## src/rtl/stopwatch_ctrl.sv

```systemverilog
// Run/pause/clear stopwatch with a prescaled binary counter and a
// time-multiplexed hex digit scanner for an external 7-segment decoder.
module stopwatch_ctrl #(
  parameter int WIDTH       = 16,
  parameter int DIV         = 50000000,
  parameter int SCAN_DIV    = 50000,
  parameter int STOP_AT_MAX = 0,
  localparam int NDIG       = (WIDTH - 1) / 4 + 1
) (
  input  logic             clk,
  input  logic             rst,
  input  logic             start_stop,
  input  logic             clear,
  output logic [WIDTH-1:0] count,
  output logic             tick,
  output logic             wrap,
  output logic [1:0]       state_o,
  output logic [NDIG-1:0]  digit_sel,
  output logic [3:0]       digit_nib
);

  localparam int PW = $clog2(DIV);
  localparam int SW = (SCAN_DIV > 1) ? $clog2(SCAN_DIV) : 1;
  localparam logic [PW-1:0]    PRESC_LAST = PW'(DIV - 1);
  localparam logic [PW-1:0]    PRESC_ZERO = '0;
  localparam logic [SW-1:0]    SCAN_LAST  = SW'(SCAN_DIV - 1);
  localparam logic [SW-1:0]    SCAN_ZERO  = '0;
  localparam logic [WIDTH-1:0] CNT_ZERO   = '0;
  localparam logic [WIDTH-1:0] CNT_ONES   = '1;
  localparam logic [NDIG-1:0]  SEL_FIRST  = NDIG'(1);
  localparam bit               STOP_EN    = (STOP_AT_MAX != 0);

  typedef enum logic [1:0] {
    S_IDLE  = 2'b00,
    S_RUN   = 2'b01,
    S_PAUSE = 2'b10,
    S_DONE  = 2'b11
  } state_e;

  state_e           state_q, state_d;
  logic [PW-1:0]    presc_q, presc_d;
  logic [WIDTH-1:0] count_q, count_d;
  logic             tick_q, tick_d;
  logic             wrap_q, wrap_d;
  logic [SW-1:0]    scan_q, scan_d;
  logic [NDIG-1:0]  sel_q, sel_d;
  logic [3:0]       nib_q, nib_d;

  logic             last_s;
  logic [WIDTH-1:0] cnt_inc_s;
  logic [NDIG-1:0]  sel_rot_s;
  logic [NDIG*4-1:0] padded_s;
  logic [NDIG*4-1:0] masked_s;
  logic [NDIG:0][3:0] nib_acc_s;

  assign last_s    = (presc_q == PRESC_LAST);
  assign cnt_inc_s = count_q + WIDTH'(1);

  // State register
  always_ff @(posedge clk) begin
    if (rst) begin
      state_q <= S_IDLE;
    end else begin
      state_q <= state_d;
    end
  end

  // Next-state logic; clear wins over start_stop, reaching max in stop mode wins over pause
  always_comb begin
    state_d = state_q;
    if (clear) begin
      state_d = S_IDLE;
    end else begin
      case (state_q)
        S_IDLE:  state_d = start_stop ? S_RUN : S_IDLE;
        S_RUN: begin
          if (STOP_EN && last_s && (cnt_inc_s == CNT_ONES)) begin
            state_d = S_DONE;
          end else if (start_stop) begin
            state_d = S_PAUSE;
          end else begin
            state_d = S_RUN;
          end
        end
        S_PAUSE: state_d = start_stop ? S_RUN : S_PAUSE;
        S_DONE:  state_d = S_DONE;
        default: state_d = S_IDLE;
      endcase
    end
  end

  // Prescaler/counter next values and the tick/wrap strobes for the coming cycle
  always_comb begin
    presc_d = presc_q;
    count_d = count_q;
    if (clear) begin
      presc_d = PRESC_ZERO;
      count_d = CNT_ZERO;
    end else begin
      case (state_q)
        S_IDLE: begin
          presc_d = PRESC_ZERO;
          count_d = CNT_ZERO;
        end
        S_RUN: begin
          if (last_s) begin
            presc_d = PRESC_ZERO;
            count_d = cnt_inc_s;
          end else begin
            presc_d = presc_q + PW'(1);
            count_d = count_q;
          end
        end
        S_PAUSE, S_DONE: begin
          presc_d = presc_q;
          count_d = count_q;
        end
        default: begin
          presc_d = PRESC_ZERO;
          count_d = CNT_ZERO;
        end
      endcase
    end
    // Strobes are predicted one cycle ahead so they come straight out of flops
    tick_d = (state_d == S_RUN) && (presc_d == PRESC_LAST);
    wrap_d = tick_d && !STOP_EN && (count_d == CNT_ONES);
  end

  // Datapath registers
  always_ff @(posedge clk) begin
    if (rst) begin
      presc_q <= PRESC_ZERO;
      count_q <= CNT_ZERO;
      tick_q  <= 1'b0;
      wrap_q  <= 1'b0;
    end else begin
      presc_q <= presc_d;
      count_q <= count_d;
      tick_q  <= tick_d;
      wrap_q  <= wrap_d;
    end
  end

  for (genvar k = 0; k < NDIG; k++) begin : g_rot
    assign sel_rot_s[k] = sel_q[(k + NDIG - 1) % NDIG];
  end

  // Scan divider and digit rotation; a corrupted select vector recovers to digit 0
  always_comb begin
    scan_d = scan_q;
    sel_d  = sel_q;
    if (!$onehot(sel_q)) begin
      scan_d = SCAN_ZERO;
      sel_d  = SEL_FIRST;
    end else if (scan_q >= SCAN_LAST) begin
      scan_d = SCAN_ZERO;
      sel_d  = sel_rot_s;
    end else begin
      scan_d = scan_q + SW'(1);
      sel_d  = sel_q;
    end
  end

  // Zero-extend the next count to whole nibbles, then AND-OR select the active digit
  always_comb begin
    padded_s = '0;
    padded_s[WIDTH-1:0] = count_d;
  end

  assign nib_acc_s[0] = 4'h0;
  for (genvar k = 0; k < NDIG; k++) begin : g_nib
    assign masked_s[4*k +: 4] = padded_s[4*k +: 4] & {4{sel_d[k]}};
    assign nib_acc_s[k+1]     = nib_acc_s[k] | masked_s[4*k +: 4];
  end
  assign nib_d = nib_acc_s[NDIG];

  // Display scan registers
  always_ff @(posedge clk) begin
    if (rst) begin
      scan_q <= SCAN_ZERO;
      sel_q  <= SEL_FIRST;
      nib_q  <= 4'h0;
    end else begin
      scan_q <= scan_d;
      sel_q  <= sel_d;
      nib_q  <= nib_d;
    end
  end

  assign count     = count_q;
  assign tick      = tick_q;
  assign wrap      = wrap_q;
  assign state_o   = state_q;
  assign digit_sel = sel_q;
  assign digit_nib = nib_q;

endmodule
```

## config.mk

```make
export PLATFORM = sky130hd
export DESIGN_NAME = stopwatch_ctrl
export DESIGN_NICKNAME = d
export VERILOG_FILES = /design/src/rtl/stopwatch_ctrl.sv
export SDC_FILE = /design/constraint.sdc
export NUM_CORES = 1
export LEC_CHECK = 0
export CAP_MARGIN = 10
export CORE_MARGIN = 4
export CORE_UTILIZATION = 28
export CTS_BUF_LIST = sky130_fd_sc_hd__clkbuf_8
export CTS_CLUSTER_DIAMETER = 120
export DETAILED_ROUTE_END_ITERATION = 16
export GPL_TIMING_DRIVEN = 0
export PLACE_DENSITY_LB_ADDON = 0.08
export SYNTH_ARGS = -nofsm -noshare
export SYNTH_HDL_FRONTEND = slang
export SYNTH_SLANG_ARGS = --single-unit
```

## constraint.sdc

```tcl
create_clock -name clk -period 3.4 [get_ports clk]
set_input_delay 0.34 -clock clk [delete_from_list [all_inputs] [get_ports clk]]
set_output_delay 0.34 -clock clk [all_outputs]
set_load 0.01 [all_outputs]
```

# ---- Word-level counts from Yosys, hierarchy flattened
# Cells that the tools add are included.
dict set report totals {
  register_bits 70
  out_inout_bits 28
  input_bits 4
}
dict set report classes {
  n_reduce_logical 5
  n_eq_ne 8
  bitwise 8
  mux 13
  add_sub_neg 6
  order_cmp 1
}
# operator n
set ops {}
lappend ops {{$pmux 26 s3} 1}
lappend ops {{$eq 26x26->1 const B} 2}
lappend ops {{$mux 26} 2}
lappend ops {{$pmux 16 s3} 1}
lappend ops {{$add 16x1->16 const B} 2}
lappend ops {{$mux 16} 2}
lappend ops {{$add 26x1->26 const B} 1}
lappend ops {{$and 4x4->4} 4}
lappend ops {{$eq 16x16->1 const B} 1}
lappend ops {{$ge 16x16->1 const B} 1}
lappend ops {{$or 4x4->4} 3}
lappend ops {{$mux 4} 2}
lappend ops {{$pmux 2 s4} 1}
lappend ops {{$mux 2} 3}
lappend ops {{$add 1x1->2} 2}
lappend ops {{$eq 2x1->1 const B} 2}
lappend ops {{$eq 2x2->1 const B} 2}
lappend ops {{$add 2x2->3} 1}
lappend ops {{$eq 3x1->1 const B} 1}
lappend ops {{$reduce_or 3->1} 1}
lappend ops {{$logic_and 1x1->1} 2}
lappend ops {{$logic_not 2->1} 1}
lappend ops {{$reduce_or 2->1} 1}
lappend ops {{$mux 1} 1}
lappend ops {{$not 1->1} 1}

# ---- Logic depth before layout (Yosys ltp)
# Gate-level depths: netlist of run 1.
dict set report logic_depth {
  word_depth 8
  ltp_mapped 11
}

# ---- Least setup slack after synthesis of run 1
# No wires, ideal clock.
dict set report synth_timing {
  path_kind {register to register}
  from {reg presc_q[1]}
  to {reg wrap_q, in the netlist wrap}
  stages_incl_launch_ff 11
  t_arrival_ns 2.741
  setup_time_ns 0.061
  path_buffers 1
  required_ns 3.339
  slack_ns 0.598
  path_cell_list {dfxtp_1 > ha_1 > and3_1 > nand3_4 > or3_1 > buf_2 > or4_1 > and2_1 > nor4_1 > and4b_1 > and4_1}
}
dict set report synth_between {
  elab_chain_cells 7
}
# item line_no
set synth_rtl {}
lappend synth_rtl {{from (decl)} 41} ;# logic [PW-1:0] presc_q, presc_d;
lappend synth_rtl {{from (signal assigned)} 137} ;# presc_q <= presc_d;
lappend synth_rtl {{$add 26x1->26 / $eq 26x26->1 (equally long branches)} {110, 56}}
lappend synth_rtl {{$mux 26} 106} ;# if (last_s) begin
lappend synth_rtl {{$pmux 26 s3} 100} ;# case (state_q)
lappend synth_rtl {{$mux 26} 96} ;# if (clear) begin
lappend synth_rtl {{$eq 26x26->1} 125} ;# tick_d = (state_d == S_RUN) && (presc_d == PRESC_LAST);
lappend synth_rtl {{$logic_and 1x1->1} 125}
lappend synth_rtl {{$logic_and 1x1->1 (*)} 126} ;# wrap_d = tick_d && !STOP_EN && (count_d == CNT_ONES);
lappend synth_rtl {{to (signal assigned)} 140} ;# wrap_q <= wrap_d;
lappend synth_rtl {{to (decl)} 44} ;# logic wrap_q, wrap_d;
# Mark *: on every way between the ends. The rest lies on a longest branch, timed or not.
# A chain may end at the register's enable or synchronous reset.

# ---- Worst setup path after layout of run 1
# Ends and elaborated chain as after synthesis.

==> reports/metrics.cfg, run 1 <==
[timing]
final-max-slew-violation-count=0
fmax_mhz=310
fin_crit_ns=3.23
rsz0062_at_grt=false
setup_viol=0
hold_viol_final=0
fin_crit_sh_pct=95.0
slew_headroom_pct=43.4
fin_skew_ns=0.00629
worst_pin_slew_ns=0.843

[critical_path]
setup.worst_path.end=wrap
startpoint_type=register
rr_startpoint=presc_q[1]
r2r-end=wrap
reg2reg_setup_slack_ns=0.17
crit_path_max_fanout=10
rr_worst_depth=10
critPathKind=register to register
cp-startpoint=presc_q[1]
cp_data_arrival_time_ns=3.52
end_kind=register
cp.required_ns=3.69

[clock_tree]
cts.htree.levels=3
cts_made_buffers=9
cts_buffer_depth=2
clkSinkCount=70
ctsRootBufferMaster=clkbuf_8
clk_latency_ns=0.35
cts_setup_buffers=0
cts_hold_buf=0
cts_tree=built
clkTransAtPathRegs_ns=0.07
cts_resized=2

[yosys]
synth-simple-area-share_pct=36.7
synth_common_cells=nor2_1 (73), dfxtp_1 (70), a21oi_1 (33)
syn_nets=516
yosys_warnings=0
synth_top_family_by_area=simple AND/OR/NAND/NOR gates
synth_area_um2=3960
synth_fa_ha_area_share_pct=2.08
ys_ff_latch=70
yosysUniqueCellTypes=59
synth_area_leaders=dfxtp_1 (35%), nor2_1 (6.9%), a21oi_1 (4.2%), nand3_1 (4.0%), xnor2_1 (3.8%)
synth_top_flop_cell=dfxtp_1
synthMuxAreaShare_pct=2.05
netlist.area_leader.share_pct=35.4
seq_area_frac_synth_pct=35.4
synth_top_cell_by_area=dfxtp_1
synth_compound_area_share_pct=14.5
synth.avg_cell_area_um2=7.83
synth_most_common_cell=nor2_1
syn_inst=506
synth_edf_count=0
synth_xor_area_share_pct=5.30
ys_async_sr_fraction_pct=0

[global_route]
grt_usage_pct=15.8
grt_pass1_vias=3678
grt_max_degree=12
antenna_found_initial=0
grt_pass1_wl_mm=20.3
overflow=0

[final_layout]
synthToLayoutAreaGrowth_pct=19.1
antenna_cells=0
final_area_um2=4720
finalNetCount=558
drive_gt1_share_pct=6.90
final_cells=731
layout.area.seq_um2=1400
multiInputGateArea_um2=2430
fillers=1527
fin_util_pct=34.0

[floorplan]
die_x_um=127
start_util_pct=28.6
num_io_pins=32
rows=43
die_h_um=127
core_um2=13900
die_area_um2=16100

[routing]
via_per_inst=5.34
drt-total-wl_mm=12.5
vias=3904
top_layer=met4
met2_length_mm=5.73
routedWlPerCell_um=17.0
drtIter0Drc=295
wl_met3_um=654
drtAntennaViolNets=0
drt-met1-wl_mm=5.86
drc=0
dr.pass1.iters=5

[power]
power_density_nw_per_um2=333
irDropWorstVdd_v=0.000206
p_leak_nw=1.53

[place]
io_buffers=31
gp_congestion=0.827
dp_cells=717
place_area_um2=4500
dpl.hpwl_mm=9.16

[hold_path]
holdCritPathClass=register to register

[job]
drv_cap=0

[status]
status=completed

-- how the worst min path moves through the flow --
stage / start / slack (ns) / cells after the start / end
finish: scan_q[0] / 0.45 / 1 / scan_q[0]
global route: scan_q[15] / 0.49 / 2 / scan_q[15]
CTS: scan_q[0] / 0.46 / 1 / scan_q[0]
detailed placement: scan_q[0] / 0.44 / 1 / scan_q[0]
global placement: scan_q[0] / 0.43 / 1 / scan_q[0]
floorplan: scan_q[0] / 0.41 / 1 / scan_q[0]
-- logic make-up (layout without fill, tap and decap cells) --
logic type | count (synthesis) | count (layout)
fa+ha+maj | 6 | 6
mux | 8 | 8
compound gates | 93 | 93
xor+xnor | 24 | 24
buf+inv | 41 | 86
simple gates | 264 | 264
flops | 70 | 70
-- registers in the layout (all words and copies together) (netlist names) --
signal,count
presc_q,26
count,16
scan_q,16
digit_nib,4
digit_sel,4
state_o,2
tick,1
wrap,1
-- routing by layer --
layer	vias to the layer above	global-route usage, %
met5	-	0
met4	0	4.42
met3	19	3.18
met2	107	25.4
met1	1870	21.5
li1	1908	-
-- worst max-delay path, stage by stage, from the launching register on --
cell     delay (ns)
dfxtp_1        0.45
ha_2           0.28
and3_1         0.29
nand3_4        0.21
or3_1          0.38
buf_2          0.19
or4_1          0.47
and2_1         0.20
nor4_1         0.25
and4b_1        0.26
and4_1         0.19
-- layout make-up --
cell class | instances | area share [%]
buffer | 25 | 2.17
timing repair buffer | 31 | 6.57
sequential | 70 | 29.7
clock inverter | 4 | 1.03
clock buffer | 10 | 2.92
tap | 180 | 4.77
inverter | 16 | 1.27
multi-input combinational | 395 | 51.6
-- power breakdown --
| group | internal [mW] | total, mW | switching (mW) |
|---|---|---|---|
| sequential | 0.823 | 0.827 | 0.00368 |
| combinational | 0.0228 | 0.0712 | 0.0484 |
| clock | 0.350 | 0.673 | 0.323 |
| total | 1.20 | 1.57 | 0.375 |
-- through the flow --
step | hold WS (ns) | setup WS, ns | power, mW | setup TNS [ns]
finish | 0.451 | 0.170 | 1.57 | 0
global route | 0.493 | 0.0233 | 1.64 | 0
CTS | 0.456 | 0.0152 | 1.60 | 0
detailed placement | 0.444 | -0.322 | 0.917 | -0.624
global placement | 0.432 | -0.329 | 0.917 | -0.624
floorplan | 0.413 | 0.598 | 0.888 | 0
-- cells in the final DEF (no fill, tap or decap), drive strengths merged, types with 9 or more instances in the layout --
master         Yosys  routed
nor2              73      73
dfxtp             70      70
a21oi             33      33
nand3             33      33
nand2             31      31
clkdlybuf4s50      0      31
clkbuf            20      30
nor3              21      21
or3               19      19
o21ai             19      19
xnor2             17      17
inv               16      16
nand4             16      16
and3              12      12
nor4              10      10
nor2b              9       9
and2               9       9
Note: power is estimated with default switching activity, not from simulation.
==> run 2, diff against run 1 <==
RECOVER_POWER = 25   (was not set)
SKIP_CTS_REPAIR_TIMING = 1   (was not set)
==> run 2 against run 1 <==
  * Cell count is the same
  * Die area is the same
  * Core utilization is the same
  * Global-route usage is essentially flat
  * Register-to-register slack is essentially flat
  * Routed wire length shrank 0.47%
  * Clock-buffer cell count is the same
  * Via count shrank 1.0%
  * Power shrank 0.13%
  * Flip-flop and latch count is the same
  * First-iteration DRC count shrank 7.5%
  * Critical endpoint unchanged
  * Highest routed layer unchanged
==> reports/metrics.cfg, run 2 (synthesis results as in run 1) <==
[status]
status=completed

[final_layout]
final_area_um2=4720
mostFrequentLayoutCell=nor2_1
largest_reg_flops=26
antenna_cells=0
final_cell_mix=nor2_1 (73), dfxtp_1 (70), a21oi_1 (33)
drive_gt1_share_pct=6.90
top_register=presc_q
finalNetCount=558
final_cells=731
synthToLayoutAreaGrowth_pct=19.1

[power]
p_leak_nw=1.61
total_power_mw=1.57
power_density_nw_per_um2=332
irDropWorstVdd_v=0.000206

[timing]
fin_crit_ns=3.24
final-max-slew-violation-count=0
slew_headroom_pct=43.5
worst_pin_slew_ns=0.843
worst_slack_ns=0.165
fmax_mhz=309
setup_viol=0
fin_skew_ns=0.00763
rsz0062_at_grt=false
hold_viol_final=0
fin_crit_sh_pct=95.2
tns_ns=0

[floorplan]
core_um2=13900
die_h_um=127
start_util_pct=28.6
num_io_pins=32
die_area_um2=16100
rows=43
die_x_um=127

[clock_tree]
clkTransAtPathRegs_ns=0.07
cts.htree.levels=3
cts_tree=built
clkSinkCount=70
ctsRootBufferMaster=clkbuf_8
cts_made_buffers=9
cts_buffer_depth=2
clk_latency_ns=0.35

[routing]
drc=0
dr.pass1.iters=5
via_per_inst=5.29
drtIter0Drc=273
drt-total-wl_mm=12.4
vias=3865
routedWlPerCell_um=17.0
drtAntennaViolNets=0

[global_route]
grt_usage_pct=15.7
antenna_found_initial=0
overflow=0
grt_pass1_vias=3676
grt_max_degree=12
grt_pass1_wl_mm=20.2

[critical_path]
critPathKind=register to register
end_kind=register
crit_path_max_fanout=10
rr_worst_depth=10
rr_startpoint=presc_q[1]
cp.required_ns=3.69
startpoint_type=register
cp-startpoint=presc_q[1]
cp_data_arrival_time_ns=3.52
reg2reg_setup_slack_ns=0.16

[hold_path]
holdCritPathClass=register to register
holdPathStages=1
hold_start=scan_q[0]

[place]
dpl.hpwl_mm=9.16
place_area_um2=4500
io_buffers=31
gp_congestion=0.827
dp_cells=717
pre_cts_ws_ns=-0.322

[job]
drv_cap=0

-- run 2: cell types whose count changed in the layout (fill, tap and decap cells not counted), sizes merged --
cell	before	now
dlygate4sd3	0	23
clkdlybuf4s50	31	8
clkbuf	30	31
buf	5	4
-- run 2: layout make-up --
cell class	instances	area, um2
Fill cell	1527	9160
Tap cell	180	225
Multi-Input combinational cell	395	2430
Clock inverter	4	48.8
Timing Repair Buffer	31	310
Buffer	25	103
Clock buffer	10	138
Sequential cell	70	1400
Inverter	16	60.1
-- run 2: path summary, 6_finish.rpt --
check	end
worst max register to register	wrap
worst min register to register	scan_q[0]
worst max-delay path	wrap
worst min-delay path	scan_q[0]
-- run 2: routing by layer --
layer / part of all wire, % / track usage, % / wire length, um
met1: 49 / 21.4 / 6060
met2: 46 / 25.4 / 5720
met3: 3.8 / 3.18 / 472
met4: 1.2 / 4.42 / 148
met5: 0 / 0 / 0
-- run 2: per-stage QoR --
stage,hold WS (ns),util (%)
after floorplan,0.413,-
after global placement,0.432,32.4
after detailed placement,0.444,32.4
after CTS,0.456,33.8
after global routing,0.493,34.0
final,0.451,34.0
-- run 2: power breakdown --
group	switching (mW)	internal, mW
logic	0.0484	0.0227
clock network	0.321	0.350
registers	0.00348	0.823
-- run 2: critical path: stages (launching register included) --
cell     delay (ns)
dfxtp_1        0.45
ha_2           0.29
and3_1         0.29
nand3_4        0.21
or3_1          0.38
buf_2          0.19
or4_1          0.47
and2_1         0.20
nor4_1         0.24
and4b_1        0.26
and4_1         0.19
==> patch (config.mk and constraints of run 1) <==
Change the parameter `SCAN_DIV` from 50000 to 25000.
--- a/src/rtl/stopwatch_ctrl.sv
+++ b/src/rtl/stopwatch_ctrl.sv
@@ -5,3 +5,3 @@
   parameter int DIV         = 50000000,
-  parameter int SCAN_DIV    = 50000,
+  parameter int SCAN_DIV    = 25000,
   parameter int STOP_AT_MAX = 0,
Behaviour: same outputs for any inputs over 10 cycles, from zero or initial values and one cycle with rst high; that may be too few to reach the edited logic, so the function may still have changed.
==> patch against run 1 <==
Final area up 5.1%. Global-route usage rose by 0.81 points. Die area rose by 3.8%. Total power up 16%. Synthesized area up 4.1%. Wire length is 8.9% higher. Worst setup slack worse by 0.042 ns. Sequential cell count down 1. Combinational power down 7.3%. Utilization increased by 0.26 points. Largest cell class unchanged. Largest power group is now the clock network.
==> patch: results (changes against run 1) <==
* Compound-gate portion of the synthesized area at 16.5% (+2.0 points)
* Nets at 583 (+4.5%)
* Critical Path AT at 3.56 ns (+0.04 ns)
* First-pass GRT wire length at 21.5 mm (+6.2%)
* Via count at 4232 (+8.4%)
* Outcome: complete, no violations
* Leakage Power at 1.53 nW (+0.13%)
* Final HPWL from detailed placement at 9.84 mm (+7.4%)
* VDD IR max at 0.000184 V (-11%)
* Top cells by count, synth: dfxtp_1, nor2_1, nand2_1
* Placed Cells at 745 (+3.9%)
* Slowest stage delay, CP at 0.60 ns (+0.13 ns)
* Mapped Cells at 531 (+4.9%)
* Final Skew at 0.0119 ns (+0.00560 ns)
* Number of antenna violations at the first check in global routing at 0 (unchanged)
* XOR/XNOR share of the synthesized area at 4.25% (-1.1 points)
* 1st-iter DRT viols at 487 (+65%)
* Largest net degree at the start of global routing at 14 (+2)
* Vias in the first global route at 3911 (+6.3%)
* Worst rel slew slack at 50.3% (+6.8 points)
* Ys Warns at 0 (unchanged)
* Fillers at 1567 (+2.6%)
* Port Buffers at 30 (-3.2%)
* Post-Synth Adder-Cell Area at 2.00% (-0.082 points)
* Clock Path Buffers at 2 (unchanged)
* Worst Setup SP: presc_q[0]
* Worst-path cell with the longest stage delay: a2111oi_0
* Avg WL per Cell at 17.8 um (+4.4%)
* Vias per cell at 5.55 (+4.0%)
* Syn_nets at 541 (+4.8%)
* Clock transition at path regs at 0.09 ns (+0.02 ns)
* Hold WC Path Type: input pin to flop
* Seq/Total Area, Yosys at 33.5% (-1.9 points)
* Clock Latency Late Sink at 0.37 ns (+0.02 ns)
* Pwr dens at 366 nW/um^2 (+10%)
* Routability cong. at 0.852 (+3.1%)
* Multiplexer area fraction after synthesis at 2.43% (+0.37 points)
* Hold Crit Start: rst
* Critical R2R Launch: presc_q[0]
* Main area contributors after synthesis: dfxtp_1, nor2_1, a21oi_1
* Netlist cell types at 58 (-1.7%)
==> patch: changes by cell type after synthesis, moves of 6 or more <==
cell,before,now
nor4_1,8,16
nand4_1,15,24
nor2_1,73,67
a31oi_1,7,14
clkbuf_1,20,27
nor3_1,21,14
or3_1,19,9
xnor2_1,17,10
and2_1,9,15
==> patch: worst paths after layout <==
kind / endpoint / slack (ns) / cells past startpoint
max: wrap / 0.13 / 10
min: count[15] / 0.40 / 2
max reg2reg: wrap / 0.13 / 10
min reg2reg: scan_q[0] / 0.47 / 1
==> patch: cells by family (layout without fill, tap and decap cells) <==
kind of cell / after synthesis / after routing
AO/OA/AOI/OAI: 104 / 104
XOR/XNOR: 20 / 20
adder cells (fa/ha/maj): 6 / 6
buffers and inverters: 46 / 93
flip-flops: 69 / 69
multiplexers: 10 / 10
AND/OR/NAND/NOR: 276 / 276
==> patch: through the flow <==
step / total power [mW] / TNS (ns) / setup WS, ns / cell area (sq um)
finish: 1.82 / 0 / 0.128 / 4960
global route: 1.88 / -0.0273 / -0.0273 / 4960
CTS: 1.84 / 0 / 0.0516 / 4940
detailed placement: 0.900 / -0.287 / -0.225 / 4660
global placement: 0.901 / -0.456 / -0.306 / 4660
floorplan: 0.873 / 0 / 0.716 / 4130
==> patch: timing repair <==
item                                    4_1_cts  5_1_grt
pin swaps                                     1        1
hold buffers                                  0        0
setup buffers                                 1        0
gates resized for setup                       2        8
endpoints found under the setup margin        2        3
==> patch: critical path, delay by kind of cell (launching register included) <==
family / cells / cell delay [ns]
buffers and inverters: 2 / 0.47
AO/OA/AOI/OAI: 4 / 1.30
adder cells (fa/ha/maj): 1 / 0.27
AND/OR/NAND/NOR: 3 / 0.76
flip-flops: 1 / 0.39
==> patch: cell type report <==
cell class | instances | area share (%)
tap | 184 | 4.64
clock inverter | 7 | 2.95
multi-input combinational | 416 | 52.0
buffer | 35 | 3.08
clock buffer | 9 | 2.50
sequential | 69 | 27.8
inverter | 11 | 0.832
timing repair buffer | 31 | 6.20
==> patch: metal layers <==
metal  track usage [%]  part of all wire, %  vias up
met3              2.80                  5.6       29
li1                  -                    -     2055
met1              22.6                   47     2017
met4              7.23                  2.8        0
met5                 0                    0        -
met2              25.8                   45      131
==> patch: where the power goes <==
part           leakage, nW  switching (mW)  internal (mW)  total (mW)
clock                0.134           0.368          0.567       0.934
combinational        0.841          0.0475         0.0185      0.0660
sequential           0.556         0.00382          0.811       0.815
total                 1.53           0.419           1.40        1.82
